--- src/rtl/arm_mc_pkg.sv ---
// arm_mc_pkg: state encoding, datapath mux encodings and opcodes for the multicycle ARM control FSM
package arm_mc_pkg;
    typedef enum logic [3:0] {
        S_FETCH, S_DECODE, S_MEMADR, S_MEMREAD, S_MEMWB,
        S_MEMWRITE, S_EXECUTER, S_EXECUTEI, S_ALUWB, S_BRANCH
    } state_t;
    localparam logic       ADR_PC        = 1'b0;
    localparam logic       ADR_ALUOUT    = 1'b1;
    localparam logic [1:0] SRCA_RN       = 2'b00;
    localparam logic [1:0] SRCA_PC       = 2'b01;
    localparam logic [1:0] SRCA_ALUOUT   = 2'b10;
    localparam logic [1:0] SRCB_RM       = 2'b00;
    localparam logic [1:0] SRCB_IMM      = 2'b01;
    localparam logic [1:0] SRCB_FOUR     = 2'b10;
    localparam logic [1:0] RES_ALUOUT    = 2'b00;
    localparam logic [1:0] RES_DATA      = 2'b01;
    localparam logic [1:0] RES_ALURESULT = 2'b10;
    localparam logic [1:0] OP_DP         = 2'b00;
    localparam logic [1:0] OP_MEM        = 2'b01;
    localparam logic [1:0] OP_BR         = 2'b10;
endpackage

--- src/rtl/arm_mc_main_fsm.sv ---
// arm_mc_main_fsm: multicycle ARM main sequencer with memory-ready stalls and retired-instruction counter
module arm_mc_main_fsm
    import arm_mc_pkg::*;
#(
    parameter int CNT_W = 32
) (
    input  logic             clk,
    input  logic             reset_n,
    input  logic [1:0]       Op,
    input  logic [5:0]       Funct,
    input  logic             mem_ready,
    output logic             IRWrite,
    output logic             NextPC,
    output logic             AdrSrc,
    output logic [1:0]       ALUSrcA,
    output logic [1:0]       ALUSrcB,
    output logic [1:0]       ResultSrc,
    output logic             ALUOp,
    output logic             RegW,
    output logic             MemW,
    output logic             Branch,
    output logic             illegal,
    output logic             instr_done,
    output logic [CNT_W-1:0] instr_count
);
    state_t           state_q, state_d;
    logic [CNT_W-1:0] cnt_q;
    logic             ir_w, pc_w, reg_w, mem_w;

    always_ff @(posedge clk) begin
        if (!reset_n) begin
            state_q <= S_FETCH;
            cnt_q   <= '0;
        end else begin
            state_q <= state_d;
            if (instr_done) cnt_q <= cnt_q + CNT_W'(1);
        end
    end

    always_comb begin
        state_d    = state_q;
        ir_w       = 1'b0;
        pc_w       = 1'b0;
        reg_w      = 1'b0;
        mem_w      = 1'b0;
        AdrSrc     = ADR_PC;
        ALUSrcA    = SRCA_RN;
        ALUSrcB    = SRCB_RM;
        ResultSrc  = RES_ALUOUT;
        ALUOp      = 1'b0;
        Branch     = 1'b0;
        illegal    = 1'b0;
        instr_done = 1'b0;
        case (state_q)
            S_FETCH: begin
                ALUSrcA   = SRCA_PC;
                ALUSrcB   = SRCB_FOUR;
                ResultSrc = RES_ALURESULT;
                ir_w      = mem_ready;
                pc_w      = mem_ready;
                state_d   = mem_ready ? S_DECODE : S_FETCH;
            end
            S_DECODE: begin
                ALUSrcA   = SRCA_PC;
                ALUSrcB   = SRCB_FOUR;
                ResultSrc = RES_ALURESULT;
                case (Op)
                    OP_DP:   state_d = Funct[5] ? S_EXECUTEI : S_EXECUTER;
                    OP_MEM:  state_d = S_MEMADR;
                    OP_BR:   state_d = S_BRANCH;
                    default: begin
                        illegal    = 1'b1;
                        instr_done = 1'b1;
                        state_d    = S_FETCH;
                    end
                endcase
            end
            S_MEMADR: begin
                ALUSrcB = SRCB_IMM;
                state_d = Funct[0] ? S_MEMREAD : S_MEMWRITE;
            end
            S_MEMREAD: begin
                AdrSrc  = ADR_ALUOUT;
                state_d = mem_ready ? S_MEMWB : S_MEMREAD;
            end
            S_MEMWB: begin
                ResultSrc  = RES_DATA;
                reg_w      = 1'b1;
                instr_done = 1'b1;
                state_d    = S_FETCH;
            end
            S_MEMWRITE: begin
                AdrSrc     = ADR_ALUOUT;
                mem_w      = 1'b1;
                instr_done = mem_ready;
                state_d    = mem_ready ? S_FETCH : S_MEMWRITE;
            end
            S_EXECUTER: begin
                ALUOp   = 1'b1;
                state_d = S_ALUWB;
            end
            S_EXECUTEI: begin
                ALUSrcB = SRCB_IMM;
                ALUOp   = 1'b1;
                state_d = S_ALUWB;
            end
            S_ALUWB: begin
                reg_w      = 1'b1;
                instr_done = 1'b1;
                state_d    = S_FETCH;
            end
            S_BRANCH: begin
                ALUSrcA    = SRCA_ALUOUT;
                ALUSrcB    = SRCB_IMM;
                ResultSrc  = RES_ALURESULT;
                Branch     = 1'b1;
                instr_done = 1'b1;
                state_d    = S_FETCH;
            end
            default: state_d = S_FETCH;
        endcase
    end

    // Write enables are held off during reset so an abandoned instruction cannot commit.
    assign IRWrite     = ir_w & reset_n;
    assign NextPC      = pc_w & reset_n;
    assign RegW        = reg_w & reset_n;
    assign MemW        = mem_w & reset_n;
    assign instr_count = cnt_q;
endmodule

--- config.mk ---
export PLATFORM = sky130hd
export DESIGN_NAME = arm_mc_main_fsm
export DESIGN_NICKNAME = d
export VERILOG_FILES = /design/src/rtl/arm_mc_pkg.sv /design/src/rtl/arm_mc_main_fsm.sv
export SDC_FILE = /design/constraint.sdc
export NUM_CORES = 1
export LEC_CHECK = 0
export ABC_AREA = 0
export BUFFER_PORTS_ARGS = -buffer_cell sky130_fd_sc_hd__buf_2
export CELL_PAD_IN_SITES_DETAIL_PLACEMENT = 0
export CELL_PAD_IN_SITES_GLOBAL_PLACEMENT = 2
export CORE_MARGIN = 8
export CORE_UTILIZATION = 30
export CTS_BUF_LIST = sky130_fd_sc_hd__clkbuf_4 sky130_fd_sc_hd__clkbuf_8
export DETAILED_ROUTE_END_ITERATION = 7
export PLACE_DENSITY = 0.88
export SYNTH_ARGS = -nofsm -noshare
export SYNTH_HDL_FRONTEND = slang
export SYNTH_SLANG_ARGS = --single-unit
--- constraint.sdc ---
create_clock -name clk -period 2.23 [get_ports clk]
set_input_delay 0.446 -clock clk [delete_from_list [all_inputs] [get_ports clk]]
set_output_delay 0.446 -clock clk [all_outputs]
set_load 0.05 [all_outputs]
======== Yosys cells after proc, flatten, opt, wreduce, memory -nomap -nowiden ========
Cells that the tools add are included.
W data, S select, Z words.
storage, ports and cells
  bits in registers ....................... 36
  bits of input ports ..................... 11
  output and inout bits ................... 47
  logic and storage cells ................. 46
cells by class
  add/sub/neg operators ................... 1
  equality and inequality tests ........... 11
  mux-type cells .......................... 19
  bitwise operators ....................... 3
  reduce and logical (&&, ||, !) cells .... 10
operator list
  kind                     count
  $add A32 B1 Y32 const B  1
  $pmux W4 S6              1
  $eq A4 B3 Y1 const B     4
  $pmux W2 S2              3
  $pmux W4 S3              1
  $reduce_or A3 Y1         4
  $mux W1                  10
  $mux W3                  3
  $eq A4 B2 Y1 const B     2
  $eq A4 B4 Y1 const B     2
  $reduce_or A2 Y1         4
  $eq A4 B1 Y1 const B     1
  $logic_not A4 Y1         1
  $and A1 B1 Y1            3
  $pmux W1 S3              1
  $eq A2 B1 Y1 const B     1
  $eq A2 B2 Y1 const B     1
  $logic_not A2 Y1         1

======== Longest topological paths before layout ========
Gate-level depths: netlist (run 1).
  depth after elaboration ................. 4
  depth in mapped cells ................... 8
  depth with buffers taken out ............ 6

======== Least setup slack after synthesis (run 1) ========
No wires, ideal clock.
  path type ............................... register -> output
  start ................................... reg state_q[3]
  end ..................................... out ResultSrc[1]
  arrival time ............................ 2134 ps
  required time ........................... 1784 ps
  slack ................................... -350 ps
  cell stages (with the launch flop) ...... 4
  path buffers ............................ 1
  path through ............................ dfxtp_1 -> clkbuf_1 -> nor3_1 -> or2_2
between the ends
  longest elaborated chain between the ends .. 3
  elaborated cells between the ends (all ways) .. 6
  those cells by class .................... eq/ne: 3; mux: 1; reduce/logical: 2
ends and longest elaborated chain
  item                                        line                   source
  start, declared                             arm_mc_main_fsm.sv:26  state_t state_q, state_d;
  start signal, assigned                      arm_mc_main_fsm.sv:35  state_q <= state_d;
  $eq A4 B1 Y1, or another cell as far along  arm_mc_main_fsm.sv:54  case (state_q)
  $reduce_or A3 Y1 (no source line)           -
  $pmux W2 S2 (*)                             arm_mc_main_fsm.sv:54
  end, declared                               arm_mc_main_fsm.sv:17  output logic [1:0] ResultSrc,
Mark *: on every way between the ends. The rest lies on a longest branch, timed or not.

======== Worst setup path after layout (run 1) ========
  start ................................... reg state_q[3]
  end ..................................... out instr_done
between the ends
  longest elaborated chain between the ends .. 3
  elaborated cells between the ends (all ways) .. 7
  those cells by class .................... eq/ne: 5; mux: 1; reduce/logical: 1
ends and longest elaborated chain
  item                                          line                   source
  $eq A4 B4 Y1 or $eq A4 B3 Y1 (tied branches)  arm_mc_main_fsm.sv:54
  $reduce_or A3 Y1 (no source line)             -
  $pmux W1 S3 (*)                               arm_mc_main_fsm.sv:54
  end, declared                                 arm_mc_main_fsm.sv:23  output logic instr_done,
Marked as above.

==> flow_metrics.env, run 1 <==
export IMPL_core_um2=5960
export IMPL_critPathKind="flip-flop to output port"
export IMPL_cts_tree="yes"
export IMPL_ys_seq_elements=36
export IMPL_fillCellCount=630
export IMPL_root_buffer="clkbuf_8"
export IMPL_track_usage_pct=10.7
export IMPL_slew_violations=0
export IMPL_powerDensity_nw_per_um2=571
export IMPL_diodes=0
export IMPL_ir_worst_vdd_mv=0.277
export IMPL_finalWeightedCongestion=0.730
export IMPL_relSlewSlack_pct=67.8
export IMPL_htreeDepth=2
export IMPL_port_buffers=53
export IMPL_area_growth_pct=26.0
export IMPL_ant_nets=0
export IMPL_antenna_found_initial=0
export IMPL_fp_dieH_um=94.8
export IMPL_num_rows=28
export IMPL_syn_area_um2=1860
export IMPL_avgSynthCellArea_um2=8.25
export IMPL_cts_sinks=36
export IMPL_die_area_um2=8990
export IMPL_synth_cell_types=38
export IMPL_drive_gt1_share_pct=28.5
export IMPL_clk_insertion_delay_late_ps=280
export IMPL_worst_slack_ps=179
export IMPL_cp_max_fo=12
export IMPL_via_per_inst=4.79
export IMPL_crit_arrival_ps=1610
export IMPL_tns_ps=0
export IMPL_clk_path_buf_depth=2
export IMPL_status="finished, final reports clean"
export IMPL_worstSetupStartpointType="flip-flop"
export IMPL_totalWireLength_um=4680
export IMPL_yosys_warnings=0
export IMPL_fin_crit_sh_pct=92.0
export IMPL_synth_fp_nets=238
export IMPL_regArea_um2=722
export IMPL_cts_hold_buf=0
export IMPL_synthArstFlopShare_pct=0
export IMPL_p_leak_uw=0.00109
export IMPL_drt_first_pass_iters=4
export IMPL_grt_pass1_vias=1634
export IMPL_period_minus_slack_ps=2050
export IMPL_path_clk_slew_ps=70
export IMPL_start_util_pct=31.3
export IMPL_hold_class="input pin to flip-flop"
export IMPL_post_place_ws_ps=237
export IMPL_grt_ovfl_total=0
export IMPL_nets=296
export IMPL_wire_per_inst_um=13.0
export IMPL_num_io_pins=58
export IMPL_ys_seq_area_share_pct=38.7
export IMPL_drc=0
export IMPL_setup_violations=0
export IMPL_required_ps=1780
export IMPL_hold_ws_ps=403
export IMPL_hpwlAfterDp_um=3440
export IMPL_fmax_ghz=0.487
export IMPL_synth_edff_count=0
export IMPL_postCtsSetupBuffers=0
export IMPL_hold_violations=0
export IMPL_dieWidth_um=94.8
export IMPL_end_kind="output port"
export IMPL_cts_buffers=5
export IMPL_yosys_most_used_dff="dfxtp_1"
export IMPL_synth_cells=226
export IMPL_final_cells=359
export IMPL_worstMarginPinSlew_ps=478
export IMPL_rsz0062_at_grt="false"
export IMPL_grt_max_degree=34
export IMPL_placed_cells=352
export IMPL_grt_pass1_wl_um=7780
export IMPL_dr_total_vias=1719
export IMPL_fin_skew_ps=5.77
export IMPL_drtIter0Drc=57
export IMPL_multi_input_area_um2=1080
export IMPL_cap_violations=0
## path summary, 6_finish.rpt
check,from,endpoint,slack [ps],depth (start not counted)
max,state_q[3],instr_done,180,4
min,reset_n,instr_count[26],400,2
min reg2reg,instr_count[31],instr_count[31],490,2
max reg2reg,instr_count[14],instr_count[27],310,6
## sequential cells by signal, indices dropped and copies added, names as in the netlist
name	flops
instr_count	32
state_q	4
## per-stage QoR
step                area, um2  util, %  power (uW)
detailed placement       2250     37.8         860
global route             2350     39.4        1400
global placement         2250     37.8         861
CTS                      2350     39.4        1370
floorplan                1870        -         816
finish                   2350     39.4        1340
## kinds of logic (layout without fill, tap and decap cells)
logic type	after synthesis	after routing	synth area share, %
multiplexers	1	1	0.537
buffers and inverters	17	75	4.09
AND/OR/NAND/NOR	115	115	34.7
flip-flops	36	36	38.7
adder cells (fa/ha/maj)	1	1	0.671
AO/OA/AOI/OAI	33	33	10.5
XOR/XNOR	23	23	10.8
## critical path, stage by stage (launching register included)
cell      delay [ps]
dfxtp_2          450
nand2b_1         140
a21boi_1         170
o21bai_4         240
buf_2            320
## cell usage after synthesis, types with 2 or more instances
cell | instances | area share (%)
nor4_1 | 2 | 0.67
and4_1 | 3 | 1.4
xor2_1 | 20 | 9.4
clkbuf_1 | 6 | 1.2
buf_2 | 4 | 1.1
xnor2_1 | 3 | 1.4
nand3_1 | 14 | 3.8
nor3_1 | 6 | 1.6
o21a_1 | 2 | 0.81
inv_1 | 4 | 0.81
nor2_1 | 31 | 6.2
and2_1 | 4 | 1.3
a21oi_1 | 15 | 4.0
nand2_1 | 13 | 2.6
buf_4 | 2 | 0.81
o21ai_0 | 5 | 1.3
and3_1 | 12 | 4.0
nor2b_1 | 2 | 0.67
or3_1 | 8 | 2.7
nand4_4 | 2 | 2.3
o21ai_1 | 6 | 1.6
nand2b_1 | 5 | 1.7
nand4_1 | 7 | 2.3
dfxtp_1 | 36 | 39
## power breakdown
part	internal, uW	total [uW]	switching [uW]
combinational	50.8	186	135
clock	275	498	223
sequential	650	657	7.53
total	975	1340	366
## cells in the final DEF (no fill, tap or decap), types with 2 or more instances in the layout
master	netlist	routed
buf_2	4	53
dfxtp_1	36	35
nor2_1	31	31
xor2_1	20	20
a21oi_1	15	15
nand3_1	14	14
nand2_1	13	13
and3_1	12	12
buf_4	2	10
or3_1	8	8
o21ai_1	6	7
nand4_1	7	7
clkbuf_8	0	7
nand2b_1	5	5
and2_1	4	4
nor3_1	6	4
inv_1	4	4
o21ai_0	5	4
and4_1	3	3
xnor2_1	3	3
nor2b_1	2	2
nor3_2	0	2
nand4_4	2	2
nor4_1	2	2
o21a_1	2	2
## cell type report
| type | count | area share (%) |
|---|---|---|
| clock buffers | 7 | 4.10 |
| inverters | 5 | 0.799 |
| multi-input cells | 173 | 45.9 |
| flip-flops and latches | 36 | 30.7 |
| repair buffers | 63 | 14.5 |
| well taps | 75 | 4.00 |
## routing by layer
metal,share of wire (%),vias up,GRT usage (%)
met5,0,-,0
met4,0.90,0,3.51
met3,6.0,5,3.57
met2,44,37,16.4
met1,49,776,13.9
li1,-,901,-
## what timing repair did
item,CTS,global route
gates resized for setup,0,1
hold endpoints to repair,0,0
setup endpoints to repair,0,1
(Power assumes the default switching activity.)
==> run 2, diff against run 1 <==
- ABC_AREA: 0 -> 1
- CORE_UTILIZATION: 30 -> 28
- PLACE_DENSITY: 0.88 -> 0.87
==> flow_metrics.env, run 2 <==
export IMPL_cp_max_fo=12
export IMPL_grt_pass1_wl_um=11700
export IMPL_ys_top_cells_by_count="100 x nand2_1, 84 x nor2_1, 47 x inv_1, 36 x dfxtp_1, 36 x nand3_1"
export IMPL_track_usage_pct=12.1
export IMPL_synth_area_top_cells="dfxtp_1 30%, nand2_1 16%, nor2_1 13%"
export IMPL_fin_area_um2=2830
export IMPL_num_rows=33
export IMPL_cts_hold_buf=0
export IMPL_htreeDepth=2
export IMPL_drive_gt1_share_pct=22.4
export IMPL_period_minus_slack_ps=2070
export IMPL_drt_first_pass_iters=4
export IMPL_synth_cells=390
export IMPL_layout_commonest_cell="nand2_1"
export IMPL_antenna_found_initial=0
export IMPL_grt_ovfl_total=0
export IMPL_ir_worst_vdd_mv=0.227
export IMPL_final_cells=547
export IMPL_path_clk_slew_ps=70
export IMPL_largest_reg_flops=32
export IMPL_synth_edff_count=0
export IMPL_synth_cell_types=26
export IMPL_cap_violations=0
export IMPL_placed_cells=539
export IMPL_fmax_ghz=0.484
export IMPL_synth_most_common_cell="nand2_1"
export IMPL_fin_skew_ps=4.75
export IMPL_diodes=0
export IMPL_avgSynthCellArea_um2=6.12
export IMPL_die_area_um2=11700
export IMPL_hold_violations=0
export IMPL_dr_total_vias=2487
export IMPL_status="finished, final reports clean"
export IMPL_wire_per_inst_um=12.3
export IMPL_yosys_warnings=0
export IMPL_cts_buffers=5
export IMPL_core_um2=8260
export IMPL_cts_sinks=36
export IMPL_root_buffer="clkbuf_8"
export IMPL_totalWireLength_um=6740
export IMPL_yosys_most_used_dff="dfxtp_1"
export IMPL_fp_dieH_um=108
export IMPL_synthArstFlopShare_pct=0
export IMPL_slew_violations=0
export IMPL_port_buffers=53
export IMPL_syn_area_um2=2390
export IMPL_required_ps=1780
export IMPL_synth_top_area_share_pct=30.2
export IMPL_crit_arrival_ps=1620
export IMPL_grt_pass1_vias=2491
export IMPL_hpwlAfterDp_um=5280
export IMPL_drtIter0Drc=113
export IMPL_relSlewSlack_pct=69.5
export IMPL_worstMarginPinSlew_ps=456
export IMPL_worstSetupStartpointType="flip-flop"
export IMPL_ant_nets=0
export IMPL_cts_tree="yes"
export IMPL_finalWeightedCongestion=0.826
export IMPL_grt_max_degree=32
export IMPL_powerDensity_nw_per_um2=508
export IMPL_synth_fp_nets=402
export IMPL_postCtsSetupBuffers=0
export IMPL_via_per_inst=4.55
export IMPL_num_io_pins=58
export IMPL_p_leak_uw=0.00132
export IMPL_fin_crit_sh_pct=92.7
export IMPL_layout_common_cells="100 x nand2_1, 84 x nor2_1, 53 x buf_2, 47 x inv_1"
export IMPL_cts_repair_resized=0
export IMPL_ys_seq_area_share_pct=30.2
export IMPL_setup_violations=0
export IMPL_tns_ps=0
export IMPL_rsz0062_at_grt="false"
export IMPL_ys_seq_elements=36
export IMPL_clk_path_buf_depth=2
export IMPL_clk_insertion_delay_late_ps=280
export IMPL_synth_area_leader_cell="dfxtp_1"
export IMPL_dieWidth_um=108
export IMPL_drc=0
export IMPL_start_util_pct=28.9
export IMPL_hold_class="input pin to flip-flop"
export IMPL_nets=453
export IMPL_detailed_place_area_um2=2730
export IMPL_end_kind="output port"
export IMPL_area_growth_pct=18.4
export IMPL_critPathKind="flip-flop to output port"
run 2: changes by cell type after synthesis, moves of 4 or more:
cell	previous run	this run
nand2_1	13	100
nor2_1	31	84
inv_1	4	47
nand3_1	14	36
xor2_1	20	0
a21oi_2	0	19
and3_1	12	0
or3_1	8	0
nand2_2	0	6
o21ai_1	6	0
nand2b_1	5	0
and2_1	4	0
run 2: per-stage QoR:
stage | hold slack [ps] | worst slack, ps | total power [uW] | utilization, %
4_1_cts | 480 | 140 | 1450 | 34.2
3_5_place_dp | 503 | 360 | 940 | 33.1
6_report | 476 | 163 | 1440 | 34.2
2_1_floorplan | 662 | 35.7 | 899 | -
5_1_grt | 520 | 68.9 | 1510 | 34.2
3_3_place_gp | 487 | 410 | 939 | 33.1
run 2: power breakdown:
group / switching [uW] / internal, uW / total [uW]
Sequential: 13.6 / 651 / 665
Combinational: 193 / 62.9 / 256
Clock: 237 / 277 / 514
Total: 444 / 991 / 1440
run 2: cell families (layout without fill, tap and decap cells):
group | count (synthesis) | count (layout) | share of synthesized area, %
and+or+nand+nor | 248 | 248 | 44.6
xor gates and xnor gates | 2 | 2 | 0.734
AOI/OAI and AO/OA | 41 | 41 | 11.9
adders and majority gates | 1 | 1 | 0.524
buffers and inverters | 62 | 114 | 12.0
DFF | 36 | 36 | 30.2
run 2: path summary, 6_finish.rpt:
path / from / to / slack, ps / depth (start not counted)
worst max register to register: instr_count[0] / instr_count[28] / 350 / 8
worst min-delay path: reset_n / state_q[0] / 480 / 3
worst min register to register: instr_count[31] / instr_count[31] / 520 / 2
worst max-delay path: state_q[2] / instr_done / 160 / 4
run 2: layout make-up:
type	instances	area, um2
clock buffers	8	97.6
fillers	959	5430
inverters	49	184
multi-input cells	292	1390
flip-flops and latches	36	721
well taps	105	131
repair buffers	57	308
run 2: critical path, cell delays in order, from the launching register on:
cell and delay [ps]:
dfxtp_1 340, nor2_2 290, nand3_2 160, nand4_4 240, buf_2 310
run 2: layer usage:
layer	track usage, %	part of all wire [%]	vias to the layer above
li1	-	-	1330
met1	15.8	49	1089
met2	18.8	43	61
met3	3.51	7.0	7
met4	3.32	1.1	0
met5	0	0	-
